===== src/rtl/usb_pkg.sv =====
// Shared definitions for the low-speed USB receive path.
package usb_pkg;

    // Synchronized line state as seen by the receiver.
    typedef enum logic [1:0] {
        LS_J   = 2'd0,
        LS_K   = 2'd1,
        LS_SE0 = 2'd2
    } line_state_t;

    // Receive framing state machine.
    typedef enum logic [2:0] {
        ST_IDLE   = 3'd0,
        ST_SYNC   = 3'd1,
        ST_DATA   = 3'd2,
        ST_EOP    = 3'd3,
        ST_WAIT_J = 3'd4
    } rx_state_t;

    // Consecutive decoded ones after which the transmitter inserts a zero.
    localparam int STUFF_LIMIT = 6;

endpackage


===== src/rtl/usb_rx_dpll.sv =====
// Pad synchronizer and bit-clock recovery: derives the line state and
// pulses o_sample once per bit, re-aligned on every line transition.
module usb_rx_dpll
    import usb_pkg::*;
#(
    parameter int OVERSAMPLE   = 10,
    parameter int SAMPLE_PHASE = 5
) (
    input  logic       i_clk,
    input  logic       i_rst_n,
    input  logic       i_usb_j_not_k,
    input  logic       i_usb_se0,
    output logic [1:0] o_line_state,
    output logic       o_se0,
    output logic       o_sample
);

    localparam int PW = (OVERSAMPLE > 1) ? $clog2(OVERSAMPLE) : 1;

    logic          j_meta;
    logic          j_s;
    logic          se0_meta;
    logic          se0_s;
    line_state_t   line_state;
    line_state_t   line_prev;
    logic [PW-1:0] phase;

    // Two-flop synchronizers; idle bus (J, no SE0) is the reset value.
    always_ff @(posedge i_clk or negedge i_rst_n) begin
        if (!i_rst_n) begin
            j_meta   <= 1'b1;
            j_s      <= 1'b1;
            se0_meta <= 1'b0;
            se0_s    <= 1'b0;
        end else begin
            j_meta   <= i_usb_j_not_k;
            j_s      <= j_meta;
            se0_meta <= i_usb_se0;
            se0_s    <= se0_meta;
        end
    end

    // SE0 overrides the differential state.
    always_comb begin
        line_state = se0_s ? LS_SE0 : (j_s ? LS_J : LS_K);
    end

    // Phase counter restarts on every line-state change, otherwise free-runs.
    always_ff @(posedge i_clk or negedge i_rst_n) begin
        if (!i_rst_n) begin
            line_prev <= LS_J;
            phase     <= '0;
        end else begin
            line_prev <= line_state;
            if (line_state != line_prev) begin
                phase <= '0;
            end else if (phase == PW'(OVERSAMPLE - 1)) begin
                phase <= '0;
            end else begin
                phase <= phase + 1'b1;
            end
        end
    end

    assign o_line_state = line_state;
    assign o_se0        = se0_s;
    assign o_sample     = (phase == PW'(SAMPLE_PHASE));

endmodule


===== src/rtl/usb_rx_phy.sv =====
// Low-speed USB receive front end: SYNC detection, NRZI decode, bit
// unstuffing, byte assembly, EOP framing and bus-reset detection.
module usb_rx_phy
    import usb_pkg::*;
#(
    parameter int OVERSAMPLE     = 10,
    parameter int SAMPLE_PHASE   = 5,
    parameter int SYNC_MIN_ZEROS = 5,
    parameter int RESET_CYCLES   = 38
) (
    input  logic       i_clk,
    input  logic       i_rst_n,
    input  logic       i_usb_j_not_k,
    input  logic       i_usb_se0,
    input  logic       i_tx_active,
    output logic       o_active,
    output logic [7:0] o_data,
    output logic       o_data_valid,
    output logic       o_eop,
    output logic       o_err,
    output logic       o_usb_reset
);

    localparam int RW = $clog2(RESET_CYCLES + 1);

    logic [1:0] ls;
    logic       se0_s;
    logic       sample;

    usb_rx_dpll #(
        .OVERSAMPLE   (OVERSAMPLE),
        .SAMPLE_PHASE (SAMPLE_PHASE)
    ) u_dpll (
        .i_clk         (i_clk),
        .i_rst_n       (i_rst_n),
        .i_usb_j_not_k (i_usb_j_not_k),
        .i_usb_se0     (i_usb_se0),
        .o_line_state  (ls),
        .o_se0         (se0_s),
        .o_sample      (sample)
    );

    rx_state_t  state,     state_n;
    logic [3:0] zero_cnt,  zero_cnt_n;
    logic       prev_j,    prev_j_n;
    logic [2:0] bit_cnt,   bit_cnt_n;
    logic [2:0] ones_cnt,  ones_cnt_n;
    logic [1:0] se0_bits,  se0_bits_n;
    logic       partial,   partial_n;
    logic [7:0] shift,     shift_n;
    logic       active_p1, active_n;
    logic [7:0] data_p1,   data_n;
    logic       vld_p1,    vld_n;
    logic       eop_p1,    eop_n;
    logic       err_p1,    err_n;

    logic       is_se0;
    logic       is_j;
    logic       dec;

    logic [RW-1:0] se0_cnt;
    logic          usb_reset_q;

    // Framing and control registers.
    always_ff @(posedge i_clk or negedge i_rst_n) begin
        if (!i_rst_n) begin
            state     <= ST_IDLE;
            zero_cnt  <= '0;
            prev_j    <= 1'b1;
            bit_cnt   <= '0;
            ones_cnt  <= '0;
            se0_bits  <= '0;
            partial   <= 1'b0;
            active_p1 <= 1'b0;
            data_p1   <= '0;
            vld_p1    <= 1'b0;
            eop_p1    <= 1'b0;
            err_p1    <= 1'b0;
        end else begin
            state     <= state_n;
            zero_cnt  <= zero_cnt_n;
            prev_j    <= prev_j_n;
            bit_cnt   <= bit_cnt_n;
            ones_cnt  <= ones_cnt_n;
            se0_bits  <= se0_bits_n;
            partial   <= partial_n;
            active_p1 <= active_n;
            data_p1   <= data_n;
            vld_p1    <= vld_n;
            eop_p1    <= eop_n;
            err_p1    <= err_n;
        end
    end

    // Byte shift register; contents are only meaningful once eight bits are in.
    always_ff @(posedge i_clk) begin
        shift <= shift_n;
    end

    // Next-state, NRZI decode, unstuffing and byte assembly for one sample.
    always_comb begin
        state_n    = state;
        zero_cnt_n = zero_cnt;
        prev_j_n   = prev_j;
        bit_cnt_n  = bit_cnt;
        ones_cnt_n = ones_cnt;
        se0_bits_n = se0_bits;
        partial_n  = partial;
        shift_n    = shift;
        active_n   = active_p1;
        data_n     = data_p1;
        vld_n      = 1'b0;
        eop_n      = 1'b0;
        err_n      = 1'b0;

        is_se0 = (ls == LS_SE0);
        is_j   = (ls == LS_J);
        // No transition since the previous J/K sample decodes as a one.
        dec    = (is_j == prev_j);

        if (i_tx_active) begin
            state_n  = ST_IDLE;
            active_n = 1'b0;
        end else if (sample) begin
            if (!is_se0) begin
                prev_j_n = is_j;
            end
            case (state)
                ST_IDLE: begin
                    // The idle J is the implicit previous state, so the first K is the first SYNC zero.
                    if (!is_se0 && !is_j) begin
                        state_n    = ST_SYNC;
                        zero_cnt_n = 4'd1;
                    end
                end
                ST_SYNC: begin
                    if (is_se0) begin
                        state_n = ST_IDLE;
                    end else if (!dec) begin
                        if (zero_cnt != 4'hF) begin
                            zero_cnt_n = zero_cnt + 4'd1;
                        end
                    end else if (zero_cnt >= 4'(SYNC_MIN_ZEROS)) begin
                        state_n    = ST_DATA;
                        active_n   = 1'b1;
                        bit_cnt_n  = '0;
                        ones_cnt_n = '0;
                    end else begin
                        state_n = ST_IDLE;
                    end
                end
                ST_DATA: begin
                    if (is_se0) begin
                        state_n    = ST_EOP;
                        se0_bits_n = 2'd1;
                        partial_n  = (bit_cnt != 3'd0);
                    end else if (ones_cnt == 3'(STUFF_LIMIT)) begin
                        if (!dec) begin
                            ones_cnt_n = '0;
                        end else begin
                            err_n    = 1'b1;
                            active_n = 1'b0;
                            state_n  = ST_WAIT_J;
                        end
                    end else begin
                        shift_n    = {dec, shift[7:1]};
                        bit_cnt_n  = bit_cnt + 3'd1;
                        ones_cnt_n = dec ? ones_cnt + 3'd1 : 3'd0;
                        if (bit_cnt == 3'd7) begin
                            data_n = shift_n;
                            vld_n  = 1'b1;
                        end
                    end
                end
                ST_EOP: begin
                    if (is_se0) begin
                        if (se0_bits >= 2'd2) begin
                            err_n    = 1'b1;
                            active_n = 1'b0;
                            state_n  = ST_WAIT_J;
                        end else begin
                            se0_bits_n = se0_bits + 2'd1;
                        end
                    end else if (is_j) begin
                        eop_n    = 1'b1;
                        err_n    = partial;
                        active_n = 1'b0;
                        state_n  = ST_IDLE;
                    end else begin
                        err_n    = 1'b1;
                        active_n = 1'b0;
                        state_n  = ST_WAIT_J;
                    end
                end
                ST_WAIT_J: begin
                    if (is_j) begin
                        state_n = ST_IDLE;
                    end
                end
                default: begin
                    state_n = ST_IDLE;
                end
            endcase
        end
    end

    // Bus reset: count consecutive SE0 cycles, saturating at the threshold.
    always_ff @(posedge i_clk or negedge i_rst_n) begin
        if (!i_rst_n) begin
            se0_cnt     <= '0;
            usb_reset_q <= 1'b0;
        end else if (!se0_s) begin
            se0_cnt     <= '0;
            usb_reset_q <= 1'b0;
        end else begin
            if (se0_cnt != RW'(RESET_CYCLES)) begin
                se0_cnt <= se0_cnt + 1'b1;
            end
            usb_reset_q <= (se0_cnt >= RW'(RESET_CYCLES - 1));
        end
    end

    // p1: outputs registered one cycle after the deciding sample.
    assign o_active     = active_p1;
    assign o_data       = data_p1;
    assign o_data_valid = vld_p1;
    assign o_eop        = eop_p1;
    assign o_err        = err_p1;
    assign o_usb_reset  = usb_reset_q;

endmodule


===== config.mk =====
export PLATFORM = sky130hd
export DESIGN_NAME = usb_rx_phy
export DESIGN_NICKNAME = d
export VERILOG_FILES = /design/src/rtl/usb_pkg.sv /design/src/rtl/usb_rx_dpll.sv /design/src/rtl/usb_rx_phy.sv
export SDC_FILE = /design/constraint.sdc
export NUM_CORES = 1
export LEC_CHECK = 0
export BUFFER_PORTS_ARGS = -buffer_cell sky130_fd_sc_hd__buf_2
export CAP_MARGIN = 20
export CORE_ASPECT_RATIO = 1.5
export CORE_MARGIN = 2
export CORE_UTILIZATION = 58
export DETAILED_ROUTE_END_ITERATION = 6
export PLACE_DENSITY = 0.77
export REMOVE_ABC_BUFFERS = 1
export SKIP_LAST_GASP = 1
export SYNTH_ARGS = -nofsm -noshare
export SYNTH_HDL_FRONTEND = slang
export SYNTH_SLANG_ARGS = --single-unit

===== constraint.sdc =====
create_clock -name i_clk -period 3.2 [get_ports i_clk]
set_clock_uncertainty 0.1 [all_clocks]
set_input_delay 0.48 -clock i_clk [delete_from_list [all_inputs] [get_ports i_clk]]
set_output_delay 0.48 -clock i_clk [all_outputs]
set_load 0.03 [all_outputs]

[Word-level counts from Yosys, hierarchy flattened]
Cells that the tools add are included.
Word-level totals
  register bits: 54
  input port bits: 5
  output and inout bits: 13
  logic and storage cells: 164
Operators by class
  add/subtract/negate cells: 6
  $lt $le $gt $ge: 3
  equality and inequality tests: 38
  multiplexer cells: 72
  bitwise logic cells: 3
  reduce and logical (&&, ||, !) cells: 21
Operator list (number)
  3-bit 2-to-1 mux: 21
  1-bit 2-to-1 mux: 31
  3-bit != test (second input constant): 9
  4-bit 2-to-1 mux: 6
  2-bit != test (second input constant): 12
  4-bit != test (second input constant): 5
  8-bit AND reduction: 2
  3-bit one-hot mux with 5 select lines: 1
  7-bit AND reduction: 2
  6-bit 2-to-1 mux: 2
  3-bit one-hot mux with 2 select lines: 2
  6-bit AND reduction: 2
  2-bit 2-to-1 mux: 5
  3-bit == test (second input constant): 3
  9-bit AND reduction: 1
  4-bit by 1-bit adder with 4-bit output (second input constant): 2
  4-bit one-hot mux with 2 select lines: 1
  2-bit nonzero test: 4
  3-bit by 1-bit adder with 3-bit output (second input constant): 2
  6-bit by 1-bit adder with 6-bit output (second input constant): 1
  3-bit by 2-bit == test with 1-bit output (second input constant): 2
  6-bit >= comparator (second input constant): 1
  6-bit != test (second input constant): 1
  5-bit AND reduction: 1
  21 further kinds: 24

[Longest topological paths before layout]
Gate-level depths: netlist of the first run.
  depth after elaboration: 10
  depth in mapped cells: 7
  gate-level depth less buffers: 7

[Modules after synthesis]
A second synthesis of the first run with hierarchy kept.
Second synthesis, totals
  cells, all modules: 238
  area total of the unflattened synthesis: 2735.1 µm²
By module, submodules not included
  usb_rx_phy: instances 1, cells each 208, area each 2339.7 µm²
  usb_rx_dpll: instances 1, cells each 30, area each 395.4 µm²

[Worst setup path after synthesis of the first run]
Ideal clock, no wire load.
  path kind: in2reg
  start: input port i_tx_active
  end: register data_p1[0] (netlist: o_data[0])
  library setup time: 0.125 ns
  arrival time: 1.861 ns
  setup slack: 1.114 ns
  stages: 5
  cells stage by stage: clkbuf_1 > or4_4 > nor2_8 > nand2_4 > mux2_4
Between the ends
  longest elaborated chain between the ends: 2
RTL lines
  start: declaration: RTL line usb_rx_phy.sv:15  | input logic i_tx_active,
  1-bit inverter (no source line)
  6-bit AND reduction (no source line)
  end signal: assignment: RTL line usb_rx_phy.sv:88  | data_p1 <= data_n;
  end: declaration: RTL line usb_rx_phy.sv:52  | logic [7:0] data_p1, data_n;
Every way passes these cells.
A chain may end at the register's enable or synchronous reset.

[Worst setup path after layout of the first run]
  start: register u_dpll.se0_s (netlist: u_dpll.o_se0)
  end: register data_p1[7] (netlist: o_data[7])
Between the ends
  longest elaborated chain between the ends: 4
RTL lines
  start: declaration: RTL line usb_rx_dpll.sv:23  | logic se0_s;
  start signal: assignment: RTL line usb_rx_dpll.sv:39  | se0_s <= se0_meta;
  2-bit 2-to-1 mux (*): RTL line usb_rx_dpll.sv:45  | line_state = se0_s ? LS_SE0 : (j_s ? LS_J : LS_K);
  2-bit == test: RTL line usb_rx_phy.sv:116  | is_se0 = (ls == LS_SE0);
  1-bit inverter (no source line)
  6-bit AND reduction (no source line)
Mark *: on every way between the ends. The rest lies on a longest branch, timed or not.

==> flow_summary_export.csv, run 1 <==
group,metric,value,unit
setup_path,cp_data_required_time,3.29,ns
timing,report.final.slew_viol_count,0,
synth,synth_edf_count,7,
setup_path,setup.worst_path.end_class,"flop",
timing,finalCritPeriodShare,70.9,%
setup_path,critPathBufInv,0,
global_route,grt_pass1_wl,8.31,mm
setup_path,crit_chain,"or4_4, nor2_8, nand2_4, mux2_4",
setup_path,critical_path_class,"reg -> reg",
route,vias_per_cell,5.84,
clocking,clock_latency,0.30,ns
timing,setup_tns,0,ns
placement,hpwl,3.48,mm
clocking,root_buffer,"clkbuf_8",
route,vias,1841,
floorplan,core,4500,um^2
clocking,clkSinkCount,53,
clocking,path_clk_slew,0.09,ns
timing,hold_violations,0,
floorplan,die_width,59.9,um
route,first_pass_iters,4,
clocking,clk_path_buf_depth,2,
placement,gp_congestion,0.797,
route,routedWlPerCell,14.9,um
timing,fmaxAchievable,441,MHz
placement,io_buffers,17,
setup_path,cp_slowest_cell,"or4_4",
timing,tightest_slew,0.737,ns
global_route,grt_max_degree,47,
floorplan,start_util,60.4,%
timing,setup_viol,0,
clocking,cts_tree,"built",
final_layout,syn2layout_area_growth,10.5,%
global_route,grt_pass1_vias,1879,
timing,holdWs,0.175,ns
synth,async_reset_ff_share,86.8,%
power,vdd_drop_max,0.000312,V
timing,max_slew_margin,50.9,%
route,postRouteAntennaNets,0,
final_layout,diodes,0,
setup_path,worst_path_largest_cell_delay,0.71,ns
final_layout,fill_cells,364,
synth,syn_avg_cell_area,11.1,um^2
flow_run,cap_violations,0,
synth,synth_area,2720,um^2
synth,seq_area_frac_synth,50.1,%
route,drt_wl_total,4.71,mm
power,p_total,1.37,mW
clocking,cts_made_buffers,5,
min_path,hp-class,"in -> reg",
route,drc_errors,0,
floorplan,pin_count,18,
power,power_leakage,1.40,nW
floorplan,die_area,5270,um^2
global_route,gr-total-overflow,0,
global_route,antenna_found_initial,0,
global_route,grt_util_all_layers,20.7,%
clocking,postCtsSetupBuffers,0,
clocking,cts_hold_buf,0,
setup_path,crit_family,"simple AND/OR/NAND/NOR gates",
setup_path,critical_path.max_fanout,21,
timing,period_minus_slack,2.27,ns
synth,synth-seq-cells,53,
synth,yosys_warnings,0,
final_layout,fin_nets,284,
outcome,status,"complete, no violations",
clocking,htree_levels,2,
synth,synth_flop_cell,"dfrtp_1",
setup_path,worstPathArrival,2.36,ns
synth,synth_cell_types,57,
final_layout,final_cell_mix,"dfrtp_1 (43), nor2_1 (22), buf_2 (17)",
timing,rsz0062_at_grt,"false",
clocking,cts_resized,0,
power,power_density,454,nW/um^2
route,drtIter0Drc,60,
floorplan,rows,30,
final_layout,final_common_cell,"dfrtp_1",
final_layout,drive_gt1_share,20.6,%
setup_path,worst_setup_path_start_kind,"flop",
synth,synth_cells,246,
floorplan,die_y,87.9,um
layout make-up:
| cell class | count | area (um^2) | area share, % |
|---|---|---|---|
| Tap cell | 48 | 60.1 | 2.00 |
| Inverter | 19 | 71.3 | 2.37 |
| Timing Repair Buffer | 20 | 123 | 4.07 |
| Sequential cell | 53 | 1370 | 45.4 |
| Clock buffer | 5 | 68.8 | 2.29 |
| Clock inverter | 3 | 65.1 | 2.16 |
| Multi-Input combinational cell | 167 | 1260 | 41.7 |
layer usage:
| layer | part of all wire, % | routed length, um | vias to the layer above | GRT usage [%] |
|---|---|---|---|---|
| met1 | 41 | 1930 | 900 | 24.5 |
| met5 | 0 | 0 | - | 0 |
| li1 | - | - | 906 | - |
| met2 | 55 | 2580 | 26 | 36.5 |
| met4 | 1.9 | 91 | 0 | 8.08 |
| met3 | 2.4 | 115 | 9 | 3.40 |
state kept, by name, indices dropped and copies added, names as in the netlist:
name	count
o_data	8
ones_cnt	3
o_err	1
u_dpll.phase	4
o_usb_reset	1
bit_cnt	3
partial	1
u_dpll.se0_meta	1
o_eop	1
u_dpll.j_meta	1
prev_j	1
o_active	1
u_dpll.o_se0	1
zero_cnt	4
u_dpll.line_prev	2
u_dpll.j_s	1
se0_cnt	6
o_data_valid	1
state	3
se0_bits	2
shift	7
per-stage QoR:
step / utilization (%) / instance area (um^2) / cells / setup slack [ns]
floorplan: - / 2690 / 239 / 1.13
global placement: 63.2 / 2850 / 305 / 0.957
detailed placement: 63.2 / 2850 / 305 / 0.915
CTS: 66.1 / 2980 / 313 / 0.915
global route: 66.8 / 3010 / 315 / 0.800
finish: 66.8 / 3010 / 315 / 0.932
path summary, 6_finish.rpt:
path | slack, ns | start | end | depth (start not counted)
max in group asynchronous | 2.08 | i_rst_n | u_dpll.j_s$_DFF_PN1_ | 3
setup / recovery | 0.93 | u_dpll.o_se0$_DFF_PN0_ | o_data[7]$_DFFE_PN0P_ | 4
setup reg to reg | 0.93 | u_dpll.o_se0$_DFF_PN0_ | o_data[7]$_DFFE_PN0P_ | 4
hold / removal | 0.18 | i_usb_j_not_k | u_dpll.j_meta$_DFF_PN1_ | 1
min in group asynchronous | 0.42 | i_rst_n | o_usb_reset$_DFF_PN0_ | 2
hold reg to reg | 0.26 | u_dpll.se0_meta$_DFF_PN0_ | u_dpll.o_se0$_DFF_PN0_ | 0
power breakdown:
| part | internal (mW) | total [mW] | switching (mW) |
|---|---|---|---|
| Combinational | 0.0440 | 0.119 | 0.0752 |
| Sequential | 0.700 | 0.723 | 0.0226 |
| Clock | 0.311 | 0.524 | 0.213 |
| Total | 1.05 | 1.37 | 0.311 |
Yosys cell counts, drive strengths merged, types with 3 or more instances:
| cell type | number | area share, % |
|---|---|---|
| a21oi | 7 | 1.3 |
| a31oi | 4 | 1.5 |
| and3 | 4 | 0.92 |
| buf | 3 | 0.55 |
| clkbuf | 4 | 0.55 |
| dfrtp | 43 | 40 |
| dfstp | 3 | 2.9 |
| edfxtp | 7 | 7.7 |
| ha | 13 | 6.0 |
| inv | 19 | 2.6 |
| mux2 | 10 | 5.2 |
| nand2 | 15 | 2.3 |
| nand2b | 7 | 1.9 |
| nand3 | 6 | 1.1 |
| nand4 | 5 | 1.1 |
| nor2 | 23 | 3.8 |
| nor3 | 8 | 1.7 |
| nor4 | 4 | 1.1 |
| o211ai | 3 | 0.83 |
| o21ai | 14 | 2.6 |
| o2bb2ai | 3 | 0.97 |
| o31ai | 3 | 0.83 |
| xnor2 | 7 | 2.5 |
| xor2 | 5 | 1.6 |
cell families after synthesis:
logic type	synth area share [%]
and+or+nand+nor	17.1
DFF	50.1
AOI/OAI and AO/OA	13.6
buffers and inverters	3.72
adders and majority gates	5.97
xor gates and xnor gates	4.14
muxes	5.24
Note: power is estimated with default switching activity, not from simulation.
==> run 2: changes to the inputs <==
ABC_AREA = 1   (was unset)
clock period = 2.2 ns   (was 3.2 ns; I/O delays follow)
==> run 2 against run 1 <==
  * Worst setup slack lost 0.61 ns
  * Cell count increased by 21%
  * Flip-flop and latch count is the same
  * Critical path depth is 5 higher
  * Die area fell by 0.86%
  * Sequential power grew 51%
  * Area after synthesis down 0.92%
==> flow_summary_export.csv, run 2 <==
group,metric,value,unit
route,drtIter0Drc,122,
setup_path,worstPathArrival,1.97,ns
floorplan,core,4500,um^2
setup_path,worst_setup_path_start_kind,"flop",
synth,yosys_warnings,0,
route,routedWlPerCell,13.5,um
global_route,grt_util_all_layers,22.5,%
global_route,grt_max_degree,25,
synth,synth-seq-cells,53,
route,vias,2064,
final_layout,drive_gt1_share,18.6,%
final_layout,fin_nets,351,
final_layout,final_cell_mix,"nand2_1 (73), dfrtp_1 (43), inv_1 (35)",
power,power_density,733,nW/um^2
clocking,cts_hold_buf,1,
clocking,cts_made_buffers,5,
timing,finalCritPeriodShare,85.3,%
timing,tightest_slew,0.567,ns
route,first_pass_iters,4,
setup_path,setup.worst_path.end_class,"flop",
synth,synth_cells,308,
floorplan,die_area,5220,um^2
power,p_total,2.18,mW
final_layout,diodes,0,
setup_path,critical_path_class,"reg -> reg",
synth,synth_area,2700,um^2
synth,synth_cell_types,35,
clocking,cts_resized,0,
timing,period_minus_slack,1.88,ns
route,postRouteAntennaNets,0,
synth,synth_area_leaders,"dfrtp_1 (40%), nand2_1 (10%), edfxtp_1 (7.8%)",
final_layout,final_common_cell,"nand2_1",
floorplan,die_y,87.5,um
synth,async_reset_ff_share,86.8,%
timing,setup_tns,0,ns
global_route,grt_pass1_wl,8.88,mm
clocking,htree_levels,2,
final_layout,syn2layout_area_growth,10.4,%
clocking,clkSinkCount,53,
min_path,hp-class,"in -> reg",
timing,fmaxAchievable,533,MHz
power,vdd_drop_max,0.000555,V
synth,synth.most_common_cell,"nand2_1",
final_layout,largest_reg_flops,8,
floorplan,start_util,59.9,%
floorplan,pin_count,18,
clocking,clk_path_buf_depth,2,
placement,io_buffers,17,
synth,seq_area_frac_synth,50.6,%
synth,yosys-top-cells-count,"nand2_1 (73), dfrtp_1 (43), inv_1 (35)",
placement,hpwl,3.94,mm
clocking,clock_latency,0.31,ns
timing,hold_violations,0,
clocking,path_clk_slew,0.09,ns
placement,gp_congestion,0.912,
flow_run,cap_violations,0,
timing,max_slew_margin,62.2,%
outcome,status,"complete, no violations",
clocking,cts_tree,"built",
global_route,gr-total-overflow,0,
synth,synth_top_area_share,39.9,%
power,power_leakage,1.51,nW
floorplan,rows,30,
setup_path,cp_data_required_time,2.30,ns
clocking,postCtsSetupBuffers,0,
timing,rsz0062_at_grt,"false",
clocking,root_buffer,"clkbuf_8",
route,drc_errors,0,
timing,setup_viol,0,
synth,synth_edf_count,7,
setup_path,critical_path.max_fanout,14,
floorplan,die_width,59.7,um
synth,yosysTopAreaCell,"dfrtp_1",
synth,syn_avg_cell_area,8.76,um^2
timing,report.final.slew_viol_count,0,
global_route,antenna_found_initial,0,
final_layout,finalCoreUtilization,66.1,%
route,vias_per_cell,5.40,
global_route,grt_pass1_vias,2038,
route,drt_wl_total,5.15,mm
synth,synth_flop_cell,"dfrtp_1",
==> run 2: path summary, 6_finish.rpt <==
kind / startpoint / end / slack, ns / depth (start not counted)
setup / recovery: u_dpll.o_se0$_DFF_PN0_ / ones_cnt[1]$_DFFE_PN0P_ / 0.32 / 9
hold / removal: i_usb_se0 / u_dpll.se0_meta$_DFF_PN0_ / 0.02 / 1
setup reg to reg: u_dpll.o_se0$_DFF_PN0_ / ones_cnt[1]$_DFFE_PN0P_ / 0.32 / 9
hold reg to reg: u_dpll.se0_meta$_DFF_PN0_ / u_dpll.o_se0$_DFF_PN0_ / 0.26 / 0
max in group asynchronous: i_rst_n / u_dpll.j_s$_DFF_PN1_ / 0.96 / 3
min in group asynchronous: i_rst_n / o_data[1]$_DFFE_PN0P_ / 0.44 / 2
==> run 2: logic make-up after synthesis <==
| logic type | synth area share [%] |
|---|---|
| adder cells (fa/ha/maj) | 6.03 |
| buffers and inverters | 6.68 |
| XOR/XNOR | 1.62 |
| flip-flops | 50.6 |
| AND/OR/NAND/NOR | 26.0 |
| AO/OA/AOI/OAI | 9.04 |
==> run 2: metrics by stage <==
step | hold WS [ns] | cells | worst slack, ns | instance area [um^2]
floorplan | -0.0656 | 306 | 0.639 | 2680
global placement | 0.234 | 372 | 0.387 | 2850
detailed placement | 0.241 | 372 | 0.341 | 2850
CTS | 0.0175 | 381 | 0.320 | 2970
global route | 0.0127 | 382 | 0.118 | 2980
finish | 0.0222 | 382 | 0.323 | 2980
==> run 2: final cells by class <==
| cell class | count | area [um^2] |
|---|---|---|
| Clock buffer | 6 | 72.6 |
| Clock inverter | 2 | 38.8 |
| Fill cell | 376 | 1530 |
| Inverter | 42 | 165 |
| Multi-Input combinational cell | 211 | 1150 |
| Sequential cell | 53 | 1370 |
| Tap cell | 48 | 60.1 |
| Timing Repair Buffer | 20 | 125 |
==> run 2: metal layers <==
metal	global-route usage [%]	vias up	wire, um
li1	-	1037	-
met1	25.4	956	2100
met2	39.7	65	2760
met3	5.05	6	214
met5	0	-	0
met4	9.29	0	76
==> run 2: report_power, final <==
part	total (mW)	switching, mW	internal, mW
logic	0.435	0.298	0.137
clock network	0.658	0.316	0.342
registers	1.09	0.0560	1.04
total	2.18	0.670	1.51
==> run 2: worst max-delay path: stages, from the launching register on <==
cell,delay [ns]
dfrtp_1,0.64
inv_2,0.16
nand2_2,0.13
nand2_1,0.08
nand2_2,0.16
nor2_1,0.10
o21ai_1,0.15
nand2_2,0.11
nand2_1,0.07
o21ai_1,0.06
